`src/rtl/wm_cycle_scheduler.sv`:
```
// Washing-machine programme sequencer: fill, soap wash, drain, rinse passes, spin, done.
// Optional pause support is compiled in with `define WM_PAUSE_EN.
module wm_cycle_scheduler #(
   parameter int CNT_W        = 8,
   parameter int WASH_TICKS   = 20,
   parameter int RINSE_TICKS  = 10,
   parameter int SPIN_TICKS   = 15,
   parameter int FILL_TICKS   = 50,
   parameter int RINSE_PASSES = 2
) (
   input  logic       clk,
   input  logic       reset,
   input  logic       start,
   input  logic       door_close,
   input  logic       filled,
   input  logic       detergent_added,
   input  logic       drained,
   input  logic       abort,
   input  logic       pause,
   output logic       door_lock,
   output logic       motor_on,
   output logic       fill_valve_on,
   output logic       drain_valve_on,
   output logic       soap_wash,
   output logic       water_wash,
   output logic       done,
   output logic       fault,
   output logic [3:0] state
);

   typedef enum logic [3:0] {
      ST_IDLE      = 4'd0,
      ST_FILL      = 4'd1,
      ST_WAIT_SOAP = 4'd2,
      ST_WASH      = 4'd3,
      ST_DRAIN     = 4'd4,
      ST_RINSE     = 4'd5,
      ST_SPIN      = 4'd6,
      ST_DONE      = 4'd7,
      ST_ABORT     = 4'd8,
      ST_FAULT     = 4'd9
   } state_t;

   localparam logic [CNT_W-1:0] WASH_LAST  = CNT_W'(WASH_TICKS - 1);
   localparam logic [CNT_W-1:0] RINSE_LAST = CNT_W'(RINSE_TICKS - 1);
   localparam logic [CNT_W-1:0] SPIN_LAST  = CNT_W'(SPIN_TICKS - 1);
   localparam logic [CNT_W-1:0] FILL_LAST  = CNT_W'(FILL_TICKS - 1);
   localparam logic [CNT_W-1:0] CNT_MAX    = {CNT_W{1'b1}};
   localparam logic [2:0]       PASSES     = 3'(RINSE_PASSES);

   state_t           state_reg, state_next;
   logic [CNT_W-1:0] count_reg, count_next;
   logic [2:0]       pass_reg, pass_next;
   logic             drained_seen_reg, drained_seen_next;
   logic             locked_run;
   logic             timed_stage;
   logic             hold;

   assign locked_run  = (state_reg == ST_FILL) || (state_reg == ST_WAIT_SOAP) ||
                        (state_reg == ST_WASH) || (state_reg == ST_DRAIN) ||
                        (state_reg == ST_RINSE) || (state_reg == ST_SPIN);
   assign timed_stage = (state_reg == ST_WASH) || (state_reg == ST_RINSE) ||
                        (state_reg == ST_SPIN);

`ifdef WM_PAUSE_EN
   assign hold = pause & timed_stage;
`else
   logic pause_unused;
   assign pause_unused = pause;
   assign hold         = 1'b0;
`endif

   always_ff @(posedge clk or negedge reset) begin
      if (!reset) begin
         state_reg        <= ST_IDLE;
         count_reg        <= '0;
         pass_reg         <= '0;
         drained_seen_reg <= 1'b0;
      end else begin
         state_reg        <= state_next;
         count_reg        <= count_next;
         pass_reg         <= pass_next;
         drained_seen_reg <= drained_seen_next;
      end
   end

   always_comb begin
      state_next = state_reg;
      pass_next  = pass_reg;
      case (state_reg)
         ST_IDLE: begin
            pass_next = '0;
            if (start && door_close) state_next = ST_FILL;
         end
         ST_FILL: begin
            if (filled)                      state_next = (pass_reg == 3'd0) ? ST_WAIT_SOAP : ST_RINSE;
            else if (count_reg == FILL_LAST) state_next = ST_FAULT;
         end
         ST_WAIT_SOAP: if (detergent_added) state_next = ST_WASH;
         ST_WASH:  if (!hold && count_reg == WASH_LAST)  state_next = ST_DRAIN;
         ST_RINSE: if (!hold && count_reg == RINSE_LAST) state_next = ST_DRAIN;
         ST_SPIN:  if (!hold && count_reg == SPIN_LAST)  state_next = ST_DONE;
         ST_DRAIN: begin
            if (drained) begin
               if (pass_reg < PASSES) begin
                  pass_next  = pass_reg + 3'd1;
                  state_next = ST_FILL;
               end else begin
                  state_next = ST_SPIN;
               end
            end
         end
         ST_DONE:  if (!start)          state_next = ST_IDLE;
         ST_ABORT: if (drained)         state_next = ST_IDLE;
         ST_FAULT: if (abort && drained) state_next = ST_IDLE;
         default:  state_next = ST_IDLE;
      endcase
      // An opened door outranks a cancel, which outranks normal sequencing.
      if (locked_run) begin
         if (!door_close) begin
            state_next = ST_FAULT;
            pass_next  = pass_reg;
         end else if (abort) begin
            state_next = ST_ABORT;
            pass_next  = pass_reg;
         end
      end
   end

   always_comb begin
      count_next = count_reg;
      if (state_next != state_reg) count_next = '0;
      else if (!hold && count_reg != CNT_MAX) count_next = count_reg + 1'b1;
      drained_seen_next = (state_reg == ST_FAULT) ? (drained_seen_reg | drained) : 1'b0;
   end

   always_comb begin
      door_lock      = 1'b0;
      motor_on       = 1'b0;
      fill_valve_on  = 1'b0;
      drain_valve_on = 1'b0;
      soap_wash      = 1'b0;
      water_wash     = 1'b0;
      done           = 1'b0;
      fault          = 1'b0;
      case (state_reg)
         ST_FILL:      begin door_lock = 1'b1; fill_valve_on = 1'b1; end
         ST_WAIT_SOAP: door_lock = 1'b1;
         ST_WASH:      begin door_lock = 1'b1; motor_on = ~hold; soap_wash = 1'b1; end
         ST_RINSE:     begin door_lock = 1'b1; motor_on = ~hold; water_wash = 1'b1; end
         ST_DRAIN:     begin door_lock = 1'b1; drain_valve_on = 1'b1; end
         ST_SPIN:      begin door_lock = 1'b1; motor_on = ~hold; drain_valve_on = 1'b1; end
         ST_DONE:      done = 1'b1;
         ST_ABORT:     begin door_lock = 1'b1; drain_valve_on = 1'b1; end
         ST_FAULT:     begin fault = 1'b1; drain_valve_on = 1'b1; door_lock = ~drained_seen_reg; end
         default:      ;
      endcase
   end

   assign state = state_reg;

endmodule

```
`config.mk`:
```
export PLATFORM = sky130hd
export DESIGN_NAME = wm_cycle_scheduler
export DESIGN_NICKNAME = d
export VERILOG_FILES = /design/src/rtl/wm_cycle_scheduler.sv
export SDC_FILE = /design/constraint.sdc
export NUM_CORES = 1
export LEC_CHECK = 0
export ABC_AREA = 1
export CORE_MARGIN = 1.5
export CORE_UTILIZATION = 53
export DETAILED_ROUTE_END_ITERATION = 7
export PLACE_DENSITY = 0.77
export SYNTH_ARGS = -nofsm -noshare
export SYNTH_HDL_FRONTEND = slang
export SYNTH_SLANG_ARGS = --single-unit
```
`constraint.sdc`:
```
create_clock -name clk -period 2.3 [get_ports clk]
set_clock_uncertainty 0.2 [all_clocks]
set_input_delay 0.23 -clock clk [delete_from_list [all_inputs] [get_ports clk]]
set_output_delay 0.23 -clock clk [all_outputs]
set_load 0.02 [all_outputs]
```
==> results.ini, run 1 <==
[status]
outcome=complete, no violations

[synthesis]
async_flop_share_pct=100
synth.distinct_cells=23
synth_flop_cell=dfrtp_1
synth_top_cell_by_area=dfrtp_1
ys_top_cells_by_area=dfrtp_1 30%, nand2_1 14%, nand3_1 9.8%
synth_top_area_share_pct=30.1
synth-edff-count=0
ys_warn_count=0
synthCells=202
syn-num-nets=216
ys_seq_area_share_pct=30.1
avgSynthCellArea_um2=6.58
ys_seq_elements=16
mappedNetlistArea_um2=1330

[routing]
wl_mm=3.22
routedWlPerCell_um=12.8
drt_iter0_drc=24
num_vias=1356
ant_nets=0
route.detailed.drc=0
first_pass_iters=4
via_per_inst=5.38

[sta]
slew_headroom_pct=48.1
max_freq_mhz=456
fin_ws_ns=0.109
fin_crit_ns=2.19
drv_slew=0
setup-tns-final_ns=0
tightest_slew_ns=0.777
setup-violations-final=0
hold_viol_final=0
rsz0062_at_grt=false
finalCritPeriodShare_pct=95.3

[global_routing]
grt_pass1_wl_mm=5.51
grt_antenna_before_repair=0
grt_max_degree=17
grt_pass1_vias=1312
grt_overflow=0
grt_usage_pct=27.0

[floorplanning]
start_util_pct=57.8
fp-row-count=17
core-area_um2=2300
io-pin-count=21
die_y_um=53.1
die_x_um=53.1
dieArea_um2=2820

[cells_and_area]
final_nets=240
final_common_cell=nand2_1
largest_register_ffs=8
postLayoutCoreUtil_pct=69.1
multiInputGateArea_um2=810
diodes=0
ff_latch_area_um2=405
drive_above_1_share_pct=16.5
fill_cells=217
stdcell_area_um2=1590
final_cell_mix=48 x nand2_1, 26 x nand3_1, 25 x inv_1
area_delta_synth_final_pct=19.5

[critical_path]
worst_setup_path_end_kind=output port
worstPathRequired_ns=1.87
worstPathArrival_ns=1.76
crit_fanout=8
criticalPathCategory=flip-flop to output port
r2r_setup_slack_ns=0.22
start_kind=flip-flop

[power_and_ir_drop]
p_per_area_nw_per_um2=1100
leakage_nw=0.838
p_int_mw=0.800
p_sw_share_pct=54.2
p_clk_share_pct=8.6
p_switching_mw=0.946
seq_power_share_pct=24.6
pwr-share-comb_pct=66.8
peakVddDrop_mv=0.831

[clocking]
clkSinkCount=16
root_buffer=clkbuf_4
cts_htree_levels=1
clock_latency_ns=0.29
clockBufferDepth=2
clk_pin_slew_worst_paths_ns=0.09
cts_buffers=3
cts_tree=done

[place]
dp_hpwl_mm=2.57
routabilityCongestion=0.919
placed_cell_area_um2=1550
portBuffers=19
place_ws_ns=0.152

[worst_hold_path]
hold_class=input port to asynchronous set/reset pin

[flow_run]
timing.max_cap.violations=0

[power groups by stage]
stage | clock, mW | sequential, mW | combinational [mW]
2_1_floorplan | 0 | 0.440 | 0.822
3_3_place_gp | 0 | 0.424 | 1.18
3_5_place_dp | 0 | 0.424 | 1.19
4_1_cts | 0.154 | 0.429 | 1.17
5_1_grt | 0.163 | 0.442 | 1.30
6_report | 0.150 | 0.430 | 1.17
[cell type report]
| cell class | instances | share of cell area, % |
|---|---|---|
| clock buffer | 3 | 1.42 |
| inverter | 33 | 7.80 |
| multi-input combinational | 153 | 51.0 |
| sequential | 16 | 25.5 |
| tap | 28 | 2.21 |
| timing repair buffer | 19 | 12.1 |
[cell usage after synthesis, types with 2 or more instances]
master	count
nand4_1	3
inv_1	25
nor2_4	5
inv_2	7
nand2_1	48
xor2_1	3
o21ai_1	2
a21oi_1	2
dfrtp_1	16
nand2_2	5
ha_1	5
nor3_1	3
nor2_1	22
nor2_2	12
o21ai_0	11
nand3_1	26
[per-layer routing]
layer,part of all wire [%],global-route usage (%)
met3,4.5,3.95
met2,51,49.6
met5,0,0
met1,43,31.9
met4,1.2,8.55
[path summary, 6_finish.rpt]
path | start | to | depth (start not counted)
worst max-delay path | state[2] | soap_wash | 4
worst min-delay path | reset | pass_reg[1] | 1
worst max register to register | count_reg[0] | count_reg[3] | 14
worst min register to register | drained_seen_reg | drained_seen_reg | 2
max in group asynchronous | reset | state[1] | 1
min in group clk | drained_seen_reg | drained_seen_reg | 2
[cells by family after synthesis]
group	count (synthesis)	synth area share, %
compound gates	19	7.91
mux	1	0.753
buf+inv	33	9.32
xor+xnor	3	1.98
flops	16	30.1
fa+ha+maj	5	4.71
simple gates	125	45.2
[worst max-delay path, stage by stage (launching register included)]
cell	delay, ns
dfrtp_2	0.49
nor2_4	0.17
inv_2	0.09
nor2_4	0.11
clkdlybuf4s50_1	0.61
[per-stage QoR]
stage | power (mW) | cells | hold slack (ns)
6_report | 1.75 | 252 | 0.184
5_1_grt | 1.91 | 252 | 0.261
4_1_cts | 1.75 | 252 | 0.208
3_5_place_dp | 1.62 | 249 | 0.317
3_3_place_gp | 1.61 | 249 | 0.302
2_1_floorplan | 1.26 | 202 | -0.266
[what timing repair did]
action,in CTS,in global routing
setup endpoints to repair,4,2
cloned,0,0
buffers inserted,0,0
hold buffers,0,0
pin swaps,0,0
resized for setup,7,3
Power figures use the tool's default switching activity.
==> inputs of run 2 (changes only) <==
GPL_ROUTABILITY_DRIVEN = 1   (was not set)
MAX_ROUTING_LAYER = met4   (was not set)
==> results.ini, run 2 (synthesis results as in run 1) <==
[sta]
fin_crit_ns=2.15  ; was 2.19 ns
hold_viol_final=0  ; unchanged
tightest_slew_ns=0.765  ; was 0.777 ns
whs_ns=0.177  ; was 0.184 ns
max_freq_mhz=465  ; was 456 MHz
finalCritPeriodShare_pct=93.5  ; was 95.3%
slew_headroom_pct=48.8  ; was 48.1%
setup-tns-final_ns=0  ; unchanged
drv_slew=0  ; unchanged
setup-violations-final=0  ; unchanged
rsz0062_at_grt=false  ; unchanged
fin_ws_ns=0.149  ; was 0.109 ns

[cells_and_area]
final_nets=241  ; was 240
drive_above_1_share_pct=18.1  ; was 16.5%
diodes=0  ; unchanged
area_delta_synth_final_pct=21.8  ; was 19.5%
final_common_cell=nand2_1  ; unchanged
fill_cells=212  ; was 217
final_cell_mix=48 x nand2_1, 26 x nand3_1, 25 x inv_1  ; unchanged
largest_register_ffs=8  ; unchanged

[critical_path]
worst_setup_path_end_kind=output port  ; unchanged
worst_r2r_path_depth=14  ; unchanged
worstPathRequired_ns=1.87  ; about the same
criticalPathCategory=flip-flop to output port  ; unchanged
cp-startpoint=state[3]  ; was state[2]
worstPathArrival_ns=1.72  ; was 1.76 ns
rr_endpoint=count_reg[2]  ; was count_reg[3]
crit_fanout=6  ; was 8
start_kind=flip-flop  ; unchanged
r2r-start=count_reg[0]  ; unchanged
r2r_setup_slack_ns=0.19  ; was 0.22 ns

[global_routing]
grt_usage_pct=26.5  ; was 27.0%
grt_pass1_vias=1267  ; was 1312
grt_antenna_before_repair=0  ; unchanged
grt_overflow=0  ; unchanged
grt_max_degree=17  ; unchanged
grt_pass1_wl_mm=5.26  ; was 5.51 mm

[routing]
ant_nets=0  ; unchanged
route.detailed.drc=0  ; unchanged
routedWlPerCell_um=12.4  ; was 12.8 um
wl_mm=3.15  ; was 3.22 mm
first_pass_iters=4  ; unchanged
drt_iter0_drc=18  ; was 24
num_vias=1377  ; was 1356
via_per_inst=5.42  ; was 5.38

[status]
outcome=complete, no violations  ; unchanged

[clocking]
clkSinkCount=16  ; unchanged
postCtsSetupBuffers=0  ; unchanged
clk_pin_slew_worst_paths_ns=0.10  ; was 0.09 ns
clock_latency_ns=0.29  ; about the same
hold_buffers=0  ; unchanged
clockBufferDepth=2  ; unchanged
cts_htree_levels=1  ; unchanged
cts_tree=done  ; unchanged
cts_buffers=3  ; unchanged
root_buffer=clkbuf_4  ; unchanged

[worst_hold_path]
hold_class=input port to asynchronous set/reset pin  ; unchanged

[floorplanning]
start_util_pct=57.8  ; unchanged
io-pin-count=21  ; unchanged
fp-row-count=17  ; unchanged
core-area_um2=2300  ; unchanged
die_y_um=53.1  ; unchanged
die_x_um=53.1  ; unchanged
dieArea_um2=2820  ; unchanged

[power_and_ir_drop]
p_per_area_nw_per_um2=1120  ; was 1100 nW/um^2
leakage_nw=0.888  ; was 0.838 nW
peakVddDrop_mv=0.746  ; was 0.831 mV

[place]
portBuffers=19  ; unchanged
dp_hpwl_mm=2.54  ; was 2.57 mm
place_ws_ns=0.142  ; was 0.152 ns
routabilityCongestion=0.972  ; was 0.919

[flow_run]
timing.max_cap.violations=0  ; unchanged

[run 2: how the worst max path moves through the flow]
stage / end / slack (ns) / cells past startpoint
detailed placement: count_reg[2] / 0.14 / 12
global placement: door_lock / 0.17 / 5
global route: count_reg[5] / 0.02 / 14
CTS: soap_wash / 0.02 / 4
floorplan: count_reg[0] / 0.30 / 13
finish: done / 0.15 / 4
[run 2: area by class of cell]
class	instances	area, um^2	area share (%)
tap	28	35.0	2.17
inverter	33	124	7.66
sequential	16	405	25.1
timing repair buffer	20	208	12.8
multi-input combinational	153	810	50.0
clock buffer	4	36.3	2.24
[run 2: worst max-delay path: stages, from the launching register on]
cell and delay (ns):
dfrtp_2 0.47, inv_2 0.11, nand2_2 0.12, nor2_1 0.11
clkdlybuf4s50_1 0.62
[run 2: what timing repair did]
item,4_1_cts,5_1_grt
resized for setup,6,7
setup endpoints to repair,6,13
gates cloned,0,0
[run 2: power breakdown]
part           leakage [nW]  internal [mW]  switching (mW)
Sequential            0.213          0.339          0.0861
Combinational         0.654          0.412           0.782
Clock                0.0210         0.0965          0.0963
Total                 0.888          0.847           0.964
[run 2: routing by layer]
metal,vias to the layer above,track usage (%),part of all wire [%]
met5,-,-,0
met4,0,14.1,2.9
met3,9,4.52,6.4
met2,39,44.8,49
met1,637,30.0,42
li1,692,-,-
[run 2: per-stage QoR]
stage,std cells,power [mW],util (%),cell area (um^2)
after floorplan,202,1.26,-,1330
after global placement,250,1.61,68.0,1560
after detailed placement,250,1.64,68.0,1560
after CTS,254,1.83,69.7,1600
after global routing,254,1.97,70.4,1620
final,254,1.81,70.4,1620
==> inputs of run 3 (changes only) <==
CORE_ASPECT_RATIO = 1.25   (was not set)
CORE_MARGIN = not set   (was 1.5)
==> results.ini, run 3 (synthesis results as in run 1) <==
[critical_path]
start_kind=flip-flop  ; unchanged
crit_slowest_cell=dfrtp_1  ; was clkdlybuf4s50_1
worstPathArrival_ns=2.14  ; was 1.72 ns
crit_fanout=8  ; was 6
worstPathRequired_ns=2.28  ; was 1.87 ns
crit_path_cell_trace=inv_1 > ha_1 > nand3_1 > o21ai_0 > nand2_1 > nor2_1 > nand2_1 > nand2_1 > nand2_1 > nand2_1 > nand2_1 > nand2_4 > nor2_2  ; was inv_2 > nand2_2 > nor2_1 > clkdlybuf4s50_1
critPathMaxStageDelay_ns=0.47  ; was 0.62 ns
worst_setup_path_end_kind=flip-flop  ; was output port
cp_top_family=simple AND/OR/NAND/NOR gates  ; was buffers and inverters
crit_path_frequent_cell=nand2_1
criticalPathCategory=flip-flop to flip-flop  ; was flip-flop to output port
worst-path-buf-inv=1  ; was 2

[sta]
fin_crit_ns=2.16  ; was 2.15 ns
rsz0062_at_grt=false  ; unchanged
fin_ws_ns=0.144  ; was 0.149 ns
slew_headroom_pct=80.0  ; was 48.8%
finalCritPeriodShare_pct=93.8  ; was 93.5%
max_freq_mhz=464  ; was 465 MHz
whs_ns=0.0412  ; was 0.177 ns
setup-tns-final_ns=0  ; unchanged
drv_slew=0  ; unchanged
tightest_slew_ns=0.299  ; was 0.765 ns
setup-violations-final=0  ; unchanged
hold_viol_final=0  ; unchanged

[routing]
drt_iter0_drc=61  ; was 18
first_pass_iters=4  ; unchanged
num_vias=1401  ; was 1377
wl_mm=3.62  ; was 3.15 mm
route.detailed.drc=0  ; unchanged
routedWlPerCell_um=13.9  ; was 12.4 um
via_per_inst=5.39  ; was 5.42
ant_nets=0  ; unchanged

[cells_and_area]
final_nets=244  ; was 241
diodes=0  ; unchanged
final_cell_mix=48 x nand2_1, 26 x nand3_1, 25 x inv_1  ; unchanged
area_delta_synth_final_pct=23.8  ; was 21.8%
postLayoutCoreUtil_pct=72.1  ; was 70.4%
drive_above_1_share_pct=18.8  ; was 18.1%
stdcell_area_um2=1650  ; was 1620 um^2
final_common_cell=nand2_1  ; unchanged
largest_register_ffs=8  ; unchanged

[flow_run]
timing.max_cap.violations=0  ; unchanged

[clocking]
hold_buffers=0  ; unchanged
clk_pin_slew_worst_paths_ns=0.10  ; about the same
clockBufferDepth=2  ; unchanged
cts_htree_levels=1  ; unchanged
cts_tree=done  ; unchanged
cts_buffers=3  ; unchanged
root_buffer=clkbuf_4  ; unchanged
clkSinkCount=16  ; unchanged
clock_latency_ns=0.30  ; was 0.29 ns

[global_routing]
grt_overflow=0  ; unchanged
grt_max_degree=17  ; unchanged
grt_pass1_wl_mm=5.97  ; was 5.26 mm
grt_usage_pct=31.7  ; was 26.5%
grt_pass1_vias=1418  ; was 1267
grt_antenna_before_repair=0  ; unchanged

[status]
outcome=complete, no violations  ; unchanged

[floorplanning]
core-area_um2=2280  ; was 2300 um^2
die_y_um=58.0  ; was 53.1 um
die_x_um=46.8  ; was 53.1 um
io-pin-count=21  ; unchanged
fp-row-count=19  ; was 17
start_util_pct=58.2  ; was 57.8%
dieArea_um2=2710  ; was 2820 um^2

[power_and_ir_drop]
seq_power_share_pct=23.2  ; was 23.5%
p_switching_mw=1.00  ; was 0.964 mW
pwr-share-comb_pct=66.4  ; was 65.9%
leakage_nw=0.881  ; was 0.888 nW
p_sw_share_pct=54.0  ; was 53.2%
p_per_area_nw_per_um2=1130  ; was 1120 nW/um^2
p_int_mw=0.854  ; was 0.847 mW
peakVddDrop_mv=0.945  ; was 0.746 mV
p_clk_share_pct=10.4  ; was 10.6%

[worst_hold_path]
hold_class=input port to asynchronous set/reset pin  ; unchanged

[place]
dp_hpwl_mm=2.82  ; was 2.54 mm
routabilityCongestion=0.917  ; was 0.972
portBuffers=19  ; unchanged
place_ws_ns=0.105  ; was 0.142 ns
placed_cell_area_um2=1570  ; was 1560 um^2

-- run 3: changes by cell type in the layout (fill, tap and decap cells not counted), sizes merged --
cell,change
dlymetal6s2s,-2
buf,+3
dlygate4sd2,+1
clkdlybuf4s15,+1
-- run 3: cell type report --
class | count | area [um^2]
Clock buffer | 4 | 36.3
Fill cell | 201 | 637
Inverter | 33 | 124
Multi-Input combinational cell | 153 | 817
Sequential cell | 16 | 405
Tap cell | 31 | 38.8
Timing Repair Buffer | 23 | 224
-- run 3: layer usage --
layer	share of wire (%)	vias up	global-route usage, %
met5	0	-	-
met4	4.4	0	19.2
met2	50	51	52.4
met3	4.1	15	4.05
met1	41	640	34.6
li1	-	695	-
-- run 3: timing repair --
item                                    in CTS  in global routing
gates resized for setup                      6                  8
buffers inserted                             0                  3
endpoints found under the setup margin       6                 12
-- run 3: metrics by stage --
step                power [mW]  cells
floorplan                 1.26    202
global placement          1.62    253
detailed placement        1.66    253
CTS                       1.82    257
global route              2.01    260
finish                    1.86    260
-- run 3: worst paths after layout --
kind	depth (start not counted)	end	slack, ns	startpoint
max	13	count_reg[2]	0.14	count_reg[1]
min	2	drained_seen_reg	0.04	reset
max reg2reg	13	count_reg[2]	0.14	count_reg[1]
min reg2reg	2	drained_seen_reg	0.33	drained_seen_reg
max in group asynchronous	2	state[0]	1.64	reset
min in group clk	2	drained_seen_reg	0.33	drained_seen_reg
-- run 3: power groups by stage --
| stage | clock, mW | combinational, mW | sequential [mW] |
|---|---|---|---|
| after global placement | 0 | 1.19 | 0.424 |
| after CTS | 0.195 | 1.20 | 0.424 |
| after global routing | 0.208 | 1.36 | 0.438 |
| final | 0.193 | 1.23 | 0.431 |
| after floorplan | 0 | 0.822 | 0.440 |
| after detailed placement | 0 | 1.23 | 0.425 |
